==> config.mk <==
export PLATFORM = sky130hd
export DESIGN_NAME = mem_bus_arbiter
export DESIGN_NICKNAME = d
export VERILOG_FILES = /design/src/rtl/mem_arb_pkg.sv /design/src/rtl/mem_bus_arbiter_rr_arbiter.sv /design/src/rtl/mem_bus_arbiter.sv
export SDC_FILE = /design/constraint.sdc
export NUM_CORES = 1
export LEC_CHECK = 0
export CAP_MARGIN = 25
export CORE_MARGIN = 10
export CORE_UTILIZATION = 34
export CTS_CLUSTER_SIZE = 12
export DETAILED_ROUTE_END_ITERATION = 8
export HOLD_SLACK_MARGIN = 0.08
export PLACE_DENSITY = 0.77
export SLEW_MARGIN = 40
export SYNTH_ARGS = -nofsm -noshare
export SYNTH_HDL_FRONTEND = slang
export SYNTH_SLANG_ARGS = --single-unit
==> constraint.sdc <==
create_clock -name mem_clk_i -period 1.9 [get_ports mem_clk_i]
set_clock_uncertainty 0.2 [all_clocks]
set_input_delay 0.38 -clock mem_clk_i [delete_from_list [all_inputs] [get_ports mem_clk_i]]
set_output_delay 0.38 -clock mem_clk_i [all_outputs]
set_load 0.05 [all_outputs]
==> src/rtl/mem_arb_pkg.sv <==
// Shared types and constants for the memory bus arbiter.
// Holds the FSM state encoding and the width of the optional BUSY timeout counter.
package mem_arb_pkg;

    typedef enum logic [1:0] {
        ST_IDLE = 2'd0,
        ST_BUSY = 2'd1,
        ST_RESP = 2'd2
    } arb_state_t;

    // Width of the BUSY-state watchdog counter (MEM_ARB_TIMEOUT_EN builds only)
    localparam int TMO_CNT_W = 16;

endpackage

==> src/rtl/mem_bus_arbiter_rr_arbiter.sv <==
// Combinational round-robin picker.
// Returns the first active requester strictly after ptr, wrapping modulo NUM_REQ.
// The pointer register itself lives in the parent so this block stays stateless.
module rr_arbiter #(
    parameter int NUM_REQ = 2,
    parameter int PTR_W   = 1
) (
    input  logic [NUM_REQ-1:0] req,
    input  logic [PTR_W-1:0]   ptr,
    output logic [NUM_REQ-1:0] win_onehot,
    output logic [PTR_W-1:0]   win_idx,
    output logic               win_valid
);

    logic [PTR_W-1:0] idx_next;
    logic [PTR_W-1:0] cand;
    logic             found_next;

    // Scan from farthest to nearest; the last hit is the nearest active requester after ptr
    always_comb begin
        idx_next   = '0;
        cand       = '0;
        found_next = 1'b0;
        for (int k = NUM_REQ; k >= 1; k--) begin
            cand = PTR_W'((int'(ptr) + k) % NUM_REQ);
            if (req[cand]) begin
                idx_next   = cand;
                found_next = 1'b1;
            end
        end
    end

    genvar gi;
    for (gi = 0; gi < NUM_REQ; gi++) begin : g_onehot
        assign win_onehot[gi] = found_next && (idx_next == PTR_W'(gi));
    end

    assign win_idx   = idx_next;
    assign win_valid = found_next;

endmodule

==> src/rtl/mem_bus_arbiter.sv <==
// Round-robin arbiter sharing one memory port among NUM_REQ level-request agents.
// One transaction in flight; memory-side outputs are registered. A RESP turnaround
// cycle follows every completion so a requester can drop its level request.
// Optional BUSY watchdog enabled by defining MEM_ARB_TIMEOUT_EN.
module mem_bus_arbiter
    import mem_arb_pkg::*;
#(
    parameter int ADDR_WIDTH     = 32,
    parameter int DATA_WIDTH     = 32,
    parameter int NUM_REQ        = 2,
    parameter int TIMEOUT_CYCLES = 256
) (
    input  logic                          mem_clk_i,
    input  logic                          rst_n_i,
    input  logic [NUM_REQ*ADDR_WIDTH-1:0] req_addr_i,
    input  logic [NUM_REQ*DATA_WIDTH-1:0] req_wdata_i,
    input  logic [NUM_REQ-1:0]            req_sel_i,
    input  logic [NUM_REQ-1:0]            req_wen_i,
    input  logic [NUM_REQ-1:0]            req_ren_i,
    output logic [DATA_WIDTH-1:0]         req_rdata_o,
    output logic                          req_err_o,
    output logic [NUM_REQ-1:0]            req_ack_o,
    output logic [NUM_REQ-1:0]            grant_o,
    output logic [ADDR_WIDTH-1:0]         mem_addr_o,
    output logic [DATA_WIDTH-1:0]         mem_wdata_o,
    output logic                          mem_sel_o,
    output logic                          mem_wen_o,
    output logic                          mem_ren_o,
    input  logic [DATA_WIDTH-1:0]         mem_rdata_i,
    input  logic                          mem_err_i,
    input  logic                          mem_ack_i
);

    localparam int PTR_W = $clog2(NUM_REQ);

    // Reject configurations the pointer/counter widths cannot represent
    if (NUM_REQ < 2 || NUM_REQ > 8 || TIMEOUT_CYCLES < 2 || TIMEOUT_CYCLES > 65536) begin : g_param_check
        $error("mem_bus_arbiter: NUM_REQ or TIMEOUT_CYCLES out of range");
    end

    arb_state_t            state_reg;
    logic [PTR_W-1:0]      ptr_reg;
    logic [NUM_REQ-1:0]    active;
    logic [NUM_REQ-1:0]    win_onehot;
    logic [PTR_W-1:0]      win_idx;
    logic                  win_valid;
    logic [ADDR_WIDTH-1:0] addr_arr  [NUM_REQ];
    logic [DATA_WIDTH-1:0] wdata_arr [NUM_REQ];

    assign active = req_wen_i | req_ren_i;

    // Unpack the per-requester buses so the winner can be selected by index
    genvar gi;
    for (gi = 0; gi < NUM_REQ; gi++) begin : g_unpack
        assign addr_arr[gi]  = req_addr_i[gi*ADDR_WIDTH +: ADDR_WIDTH];
        assign wdata_arr[gi] = req_wdata_i[gi*DATA_WIDTH +: DATA_WIDTH];
    end

    rr_arbiter #(
        .NUM_REQ (NUM_REQ),
        .PTR_W   (PTR_W)
    ) u_rr_arbiter (
        .req        (active),
        .ptr        (ptr_reg),
        .win_onehot (win_onehot),
        .win_idx    (win_idx),
        .win_valid  (win_valid)
    );

`ifdef MEM_ARB_TIMEOUT_EN
    localparam logic [TMO_CNT_W-1:0] TMO_LAST = TMO_CNT_W'(TIMEOUT_CYCLES - 1);
    logic [TMO_CNT_W-1:0] tmo_cnt_reg;
`endif

    // Arbitration FSM plus all registered memory-side and requester-side outputs
    always_ff @(posedge mem_clk_i or negedge rst_n_i) begin
        if (!rst_n_i) begin
            state_reg   <= ST_IDLE;
            ptr_reg     <= PTR_W'(NUM_REQ - 1);
            grant_o     <= '0;
            mem_addr_o  <= '0;
            mem_wdata_o <= '0;
            mem_sel_o   <= 1'b0;
            mem_wen_o   <= 1'b0;
            mem_ren_o   <= 1'b0;
            req_ack_o   <= '0;
            req_rdata_o <= '0;
            req_err_o   <= 1'b0;
`ifdef MEM_ARB_TIMEOUT_EN
            tmo_cnt_reg <= '0;
`endif
        end else begin
            req_ack_o <= '0;
            case (state_reg)
                ST_IDLE: begin
                    if (win_valid) begin
                        mem_addr_o  <= addr_arr[win_idx];
                        mem_wdata_o <= wdata_arr[win_idx];
                        mem_sel_o   <= req_sel_i[win_idx];
                        // Write wins when a requester raises both strobes
                        mem_wen_o   <= req_wen_i[win_idx];
                        mem_ren_o   <= ~req_wen_i[win_idx];
                        grant_o     <= win_onehot;
                        ptr_reg     <= win_idx;
                        state_reg   <= ST_BUSY;
`ifdef MEM_ARB_TIMEOUT_EN
                        tmo_cnt_reg <= '0;
`endif
                    end
                end
                ST_BUSY: begin
                    if (mem_ack_i) begin
                        req_rdata_o <= mem_rdata_i;
                        req_err_o   <= mem_err_i;
                        req_ack_o   <= grant_o;
                        grant_o     <= '0;
                        mem_wen_o   <= 1'b0;
                        mem_ren_o   <= 1'b0;
                        state_reg   <= ST_RESP;
                    end
`ifdef MEM_ARB_TIMEOUT_EN
                    else if (tmo_cnt_reg == TMO_LAST) begin
                        req_rdata_o <= '0;
                        req_err_o   <= 1'b1;
                        req_ack_o   <= grant_o;
                        grant_o     <= '0;
                        mem_wen_o   <= 1'b0;
                        mem_ren_o   <= 1'b0;
                        state_reg   <= ST_RESP;
                    end else begin
                        tmo_cnt_reg <= tmo_cnt_reg + TMO_CNT_W'(1);
                    end
`endif
                end
                ST_RESP: state_reg <= ST_IDLE;
                default: state_reg <= ST_IDLE;
            endcase
        end
    end

endmodule

### Yosys cells after proc, flatten, opt, wreduce, memory -nomap -nowiden

Index checks and enable logic that the tools add are counted.

* flip-flop bits (word level): 107
* input bits: 170
* output and inout port bits: 104
* logic and storage cells: 63

* add/subtract/negate cells: 2
* magnitude comparators: 4
* equal/unequal tests: 3
* muxes and demuxes: 31
* bitwise operators: 4
* reductions and logical operators: 8

Operators by type and width (number)
* $mux W32: 6
* $mux W1: 15
* $mux W2: 6
* $pmux W2 S2: 2
* $lt A1 B2 Y1 const B: 3
* $reduce_and A2 Y1: 3
* $pmux W1 S2: 2
* $reduce_and A3 Y1: 1
* $add A1 B1 Y1 const B: 2
* $eq A2 B1 Y1 const B: 1
* $ge A2 B2 Y1 const B: 1
* $logic_and A1 B1 Y1: 2
* $logic_not A2 Y1: 1
* $ne A2 B1 Y1 const B: 1
* $ne A2 B2 Y1 const B: 1
* $not A1 Y1: 2
* $not A1 Y2: 1
* $or A2 B2 Y2: 1
* $reduce_bool A2 Y1: 1

### Depth between registers and ports, before layout

* word-level depth: 10
* mapped depth: 6
* gate-level depth less buffers: 4

### By module

Synthesis repeated with hierarchy kept, for this count alone.

* cells, all modules: 384
* area, all modules: 4688.2 um^2

Modules (own cells, without submodules)
* mem_bus_arbiter: instances 1, cells each 379, area each 4655.7 um^2, sequential area each 2678.8 um^2
* rr_arbiter: instances 1, cells each 5, area each 32.5 um^2, sequential area each 0.0 um^2

### Least setup slack after synthesis

OpenSTA, ideal clock, no wires.

* kind: register to register
* from: register ptr_reg
* to: register mem_addr_o[0]
* setup time: 126 ps
* arrival time: 1502 ps
* required time: 1574 ps
* setup slack: 72 ps
* cell stages (with the launch flop): 7
* buffers on the path: 3
* period minus slack after synthesis: 1828 ps
* path through: dfstp_2 o21ai_0 and3b_1 clkbuf_1 buf_4 buf_2 a221o_1

* longest elaborated chain between the ends: 9
* elaborated cells on any way between the ends: 15
* classes of those cells: add/sub (2); mux (11); bitwise (1); reduce/logical (1)

Ends and longest elaborated chain
* start: declaration: RTL line mem_bus_arbiter.sv:42 `logic [PTR_W-1:0] ptr_reg;`
* start signal: assignment: RTL line mem_bus_arbiter.sv:79 `ptr_reg <= PTR_W'(NUM_REQ - 1);`
* start signal: assignment: RTL line mem_bus_arbiter.sv:104 `ptr_reg <= win_idx;`
* $add A1 B1 Y1: RTL line mem_bus_arbiter_rr_arbiter.sv:25 `cand = PTR_W'((int'(ptr) + k) % NUM_REQ);`
* $mux W1 (not written as such) (2 in a row): RTL line mem_bus_arbiter_rr_arbiter.sv:26 `if (req[cand]) begin`
* $mux W1 (2 in a row): RTL line mem_bus_arbiter_rr_arbiter.sv:26
* $not A1 Y2 (not written as such): RTL line mem_bus_arbiter.sv:97 `mem_addr_o <= addr_arr[win_idx];`
* $mux W32 (not written as such) (3 in a row): RTL line mem_bus_arbiter.sv:97
* end signal: assignment: RTL line mem_bus_arbiter.sv:97
* end: declaration: RTL line mem_bus_arbiter.sv:24 `output logic [ADDR_WIDTH-1:0] mem_addr_o,`

Several ways; a longest one is shown, not always the timed one. The select of a mux whose other input is x is not followed.
A chain may end at the register's enable or synchronous reset.

### Worst setup path in the final report

* from: input port req_wen_i[0]
* to: register mem_addr_o[29]

* longest elaborated chain between the ends: 9
* elaborated cells on any way between the ends: 14
* classes of those cells: mux (11); bitwise (2); reduce/logical (1)

Ends and longest elaborated chain
* start: declaration: RTL line mem_bus_arbiter.sv:18 `input logic [NUM_REQ-1:0] req_wen_i,`
* $or A2 B2 Y2 (*): RTL line mem_bus_arbiter.sv:50 `assign active = req_wen_i | req_ren_i;`
* $mux W1 (not written as such) (2 in a row): RTL line mem_bus_arbiter_rr_arbiter.sv:26
* $mux W1 (2 in a row): RTL line mem_bus_arbiter_rr_arbiter.sv:26
* $not A1 Y2 (not written as such): RTL line mem_bus_arbiter.sv:97
* $mux W32 (not written as such) (3 in a row): RTL line mem_bus_arbiter.sv:97

Every way passes the cells marked *; elsewhere a longest branch is shown, timed or not. The select of a mux whose other input is x is not followed.

==> impl_metrics.toml <==
[placement]
hpwlAfterDp_mm = 12.5
gp_routability_congestion = 0.813
placement.cell_area_sq_mm = 0.00730
port_buffers = 273

[logic_synthesis]
yosys.cell_types.count = 26
synth_sequential_area_ratio = 0.587
async_flop_share = 1.00
most_area_consuming_cells_after_synthesis = "sky130_fd_sc_hd__dfrtp_1 58%, sky130_fd_sc_hd__a221o_1 14%, sky130_fd_sc_hd__nand2_1 8.3%, sky130_fd_sc_hd__a21boi_1 6.6%, sky130_fd_sc_hd__a21boi_0 2.8%"
syn-instance-count = 394
synth_area_leader_cell = "sky130_fd_sc_hd__dfrtp_1"
post_synth_most_frequent_cells = "106 x sky130_fd_sc_hd__dfrtp_1, 101 x sky130_fd_sc_hd__nand2_1, 65 x sky130_fd_sc_hd__a221o_1"
postSynthAreaPerCell_sq_um = 11.6
ys_dominant_reg_cell = "sky130_fd_sc_hd__dfrtp_1"
syn-cell-area_sq_mm = 0.00456
most_frequently_used_cell_type_in_the_post_synthesis_netlist = "sky130_fd_sc_hd__dfrtp_1"
synthesis.yosys.warnings = 0
number_of_enable_flip_flop_cells_after_synthesis = 0
synth_nets = 564
synth.ff_latch_count = 107
yosysTopAreaCellShare = 0.581

[timing]
tightest_slew_ns = 0.639
slew-limit-headroom = 0.574
fraction_of_the_cycle_the_final_worst_path_needs = 0.993
unrepaired_setup_endpoints_after_global_routing = "true"
fmaxAchievable_mhz = 530
timing.hold.ws_ns = 0.275
finalWorstPathRequiredPeriod_ns = 1.89
report.final.slew_viol_count = 0
fin_tns_setup_ns = 0
timing_hold_violations_final = 0
setup_violations = 0

[route]
vias_per_cell = 5.08
m1WireLength_mm = 6.65
detail_route.drc_violations = 0
via_count = 4259
detailedRoute.firstPassIterationCount = 4
routed_wire_length_per_instance_um = 19.9
maxUsedRoutingLayer = "met4"
met2WireLength_mm = 8.55
routed_wl_mm = 16.7
drt.antenna.violating_nets = 0
dr_wl_met3_mm = 1.26
drt_iter0_drc = 267

[die]
design.core.area_sq_mm = 0.0132
die_w_um = 136
floorplan.initialDensity = 0.346
placementRows = 42
die_area_sq_mm = 0.0185
die_h_um = 136
ios = 274

[setup_path]
worst-r2r-setup-slack_ns = 0.10
critical_path.max_stage_delay_ns = 0.55
critical_path.reg2reg.startpoint = "ptr_reg"
critical_path_peak_fanout = 46
crit_slowest_cell = "sky130_fd_sc_hd__or4_4"
critical_path_depth = 5
setup.worst_path.start_class = "input port"
rr_endpoint = "mem_wdata_o[31]"
worst_setup_path_end_kind = "flop"
timing.critical_path.cells = "clkdlybuf4s50_1 > or4_4 > buf_12 > a21boi_0 > a221o_1"
timing.critical_path.to = "mem_addr_o[29]"
critPathRequiredTime_ns = 1.98
rr_worst_depth = 4
timing.setup.critical_path_class = "in2reg"
timing.critical_path.buf_inv = 2
setup.worst_path.start = "req_wen_i[0]"
timing.critical_path.max_delay_family = "buffers and inverters"
worst_ep_arrival_time_ns = 1.97

[final_layout]
layout.filler_cells = 1100
post_route_cells_drive_above_1_share = 0.237
area_growth_pct = 67.3
finish.instance_area_sq_mm = 0.00763
final_util = 0.579
nets = 828
biggestRegsByFlops = "mem_addr_o (32), mem_wdata_o (32), req_rdata_o (32)"
antenna-diode-count = 0

[run]
maxCapViolations = 0

[global_route]
overflow_left_after_global_routing = 0
largest_net_degree_at_the_start_of_global_routing = 108
number_of_global_route_vias_before_repair = 4481
wire_length_of_the_first_global_routing_pass_mm = 25.5
antenna_violations_before_repair = 0
grt.total_usage = 0.174

[clock_tree]
clock-root-buffer = "sky130_fd_sc_hd__clkbuf_16"
clock_tree_sinks = 107
ctsLongestPathBuffers = 2
post_cts_buffers = 0
h-tree-depth = 3
worstSkewPairLatency_ns = 0.33
clk_pin_slew_worst_paths_ns = 0.07
cts_buffers = 9
tritoncts = "built"

[pwr]
max-vdd-ir-drop_v = 0.00100
power.density_cell_area_mw_per_mm2 = 1980
p_leak_nw = 3.53

[status]
run_status = "completed"

[min_path]
type_of_the_tightest_min_delay_check = "reg2reg"
through the flow:
stage,worst slack (ns),power [mW],cells
floorplan,0.0717,10.0,394
global placement,-0.286,13.1,822
detailed placement,-0.372,13.2,822
CTS,0.00256,15.2,839
global route,-0.0196,15.9,839
finish,0.0136,15.1,839
what timing repair did:
item / CTS / global route
setup endpoints to repair: 0 / 17
gates resized for setup: 0 / 16
hold buffers: 1 / 0
hold endpoints to repair: 106 / 0
power by group:
group / leakage (nW) / total [mW] / internal [mW] / switching [mW]
registers: 1.32 / 4.01 / 3.39 / 0.618
clock network: 0.147 / 1.89 / 1.07 / 0.823
logic: 2.06 / 9.18 / 3.23 / 5.95
total: 3.53 / 15.1 / 7.68 / 7.39
per-layer routing:
layer / track usage / vias up
li1: - / 1971
met1: 0.209 / 2108
met2: 0.295 / 164
met3: 0.0469 / 16
met4: 0.0598 / 0
met5: 0 / -
area by class of cell:
class,instances,area [sq um],area share
multi-input combinational,251,1730,0.227
clock inverter,5,60.1,0.00787
timing repair buffer,288,2700,0.353
clock buffer,11,243,0.0318
inverter,1,3.75,0.000492
tap,176,220,0.0289
sequential,107,2680,0.351
layout by cell type, fill, tap and decap left out:
master	count
sky130_fd_sc_hd__dfstp_2	1
sky130_fd_sc_hd__a21o_1	3
sky130_fd_sc_hd__buf_4	110
sky130_fd_sc_hd__nand2b_1	2
sky130_fd_sc_hd__o21ai_0	2
sky130_fd_sc_hd__dfrtp_1	106
sky130_fd_sc_hd__and3b_2	1
sky130_fd_sc_hd__clkinvlp_4	1
sky130_fd_sc_hd__a21boi_1	46
sky130_fd_sc_hd__bufinv_16	1
sky130_fd_sc_hd__clkbuf_8	1
sky130_fd_sc_hd__a21bo_2	1
sky130_fd_sc_hd__o221a_2	1
sky130_fd_sc_hd__inv_6	2
sky130_fd_sc_hd__inv_2	1
sky130_fd_sc_hd__nor2_1	1
sky130_fd_sc_hd__a221o_1	65
sky130_fd_sc_hd__a21oi_2	1
sky130_fd_sc_hd__clkbuf_16	9
sky130_fd_sc_hd__clkbuf_1	1
sky130_fd_sc_hd__a21boi_2	15
sky130_fd_sc_hd__clkinv_2	1
sky130_fd_sc_hd__nand2_1	101
sky130_fd_sc_hd__nor2_4	1
sky130_fd_sc_hd__dlygate4sd3_1	1
sky130_fd_sc_hd__buf_12	9
sky130_fd_sc_hd__and2_1	2
sky130_fd_sc_hd__nand3b_1	1
sky130_fd_sc_hd__o221ai_1	1
sky130_fd_sc_hd__clkdlybuf4s50_1	168
sky130_fd_sc_hd__or4_4	1
sky130_fd_sc_hd__a21boi_0	6
how the worst min path moves through the flow:
stage / slack [ns] / to / cells past startpoint / from
after floorplan: -0.12 / grant_o[0] / 0 / rst_n_i
after global placement: 0.26 / req_rdata_o[29] / 2 / req_rdata_o[29]
after detailed placement: 0.26 / req_rdata_o[20] / 2 / req_rdata_o[20]
after CTS: 0.28 / req_rdata_o[20] / 2 / req_rdata_o[20]
after global routing: 0.30 / req_rdata_o[26] / 2 / req_rdata_o[26]
final: 0.28 / req_rdata_o[25] / 2 / req_rdata_o[25]
tightest hold or removal path, stage by stage, from the launching register on:
cell	delay (ns)
sky130_fd_sc_hd__dfrtp_1	0.34
sky130_fd_sc_hd__nand2_1	0.05
sky130_fd_sc_hd__nand2_1	0.05
logic make-up after synthesis:
kind of cell	after synthesis	synth area share
buffers and inverters	36	0.0395
AO/OA/AOI/OAI	141	0.277
flip-flops	107	0.587
AND/OR/NAND/NOR	110	0.0968
Power figures use the tool's default switching activity.
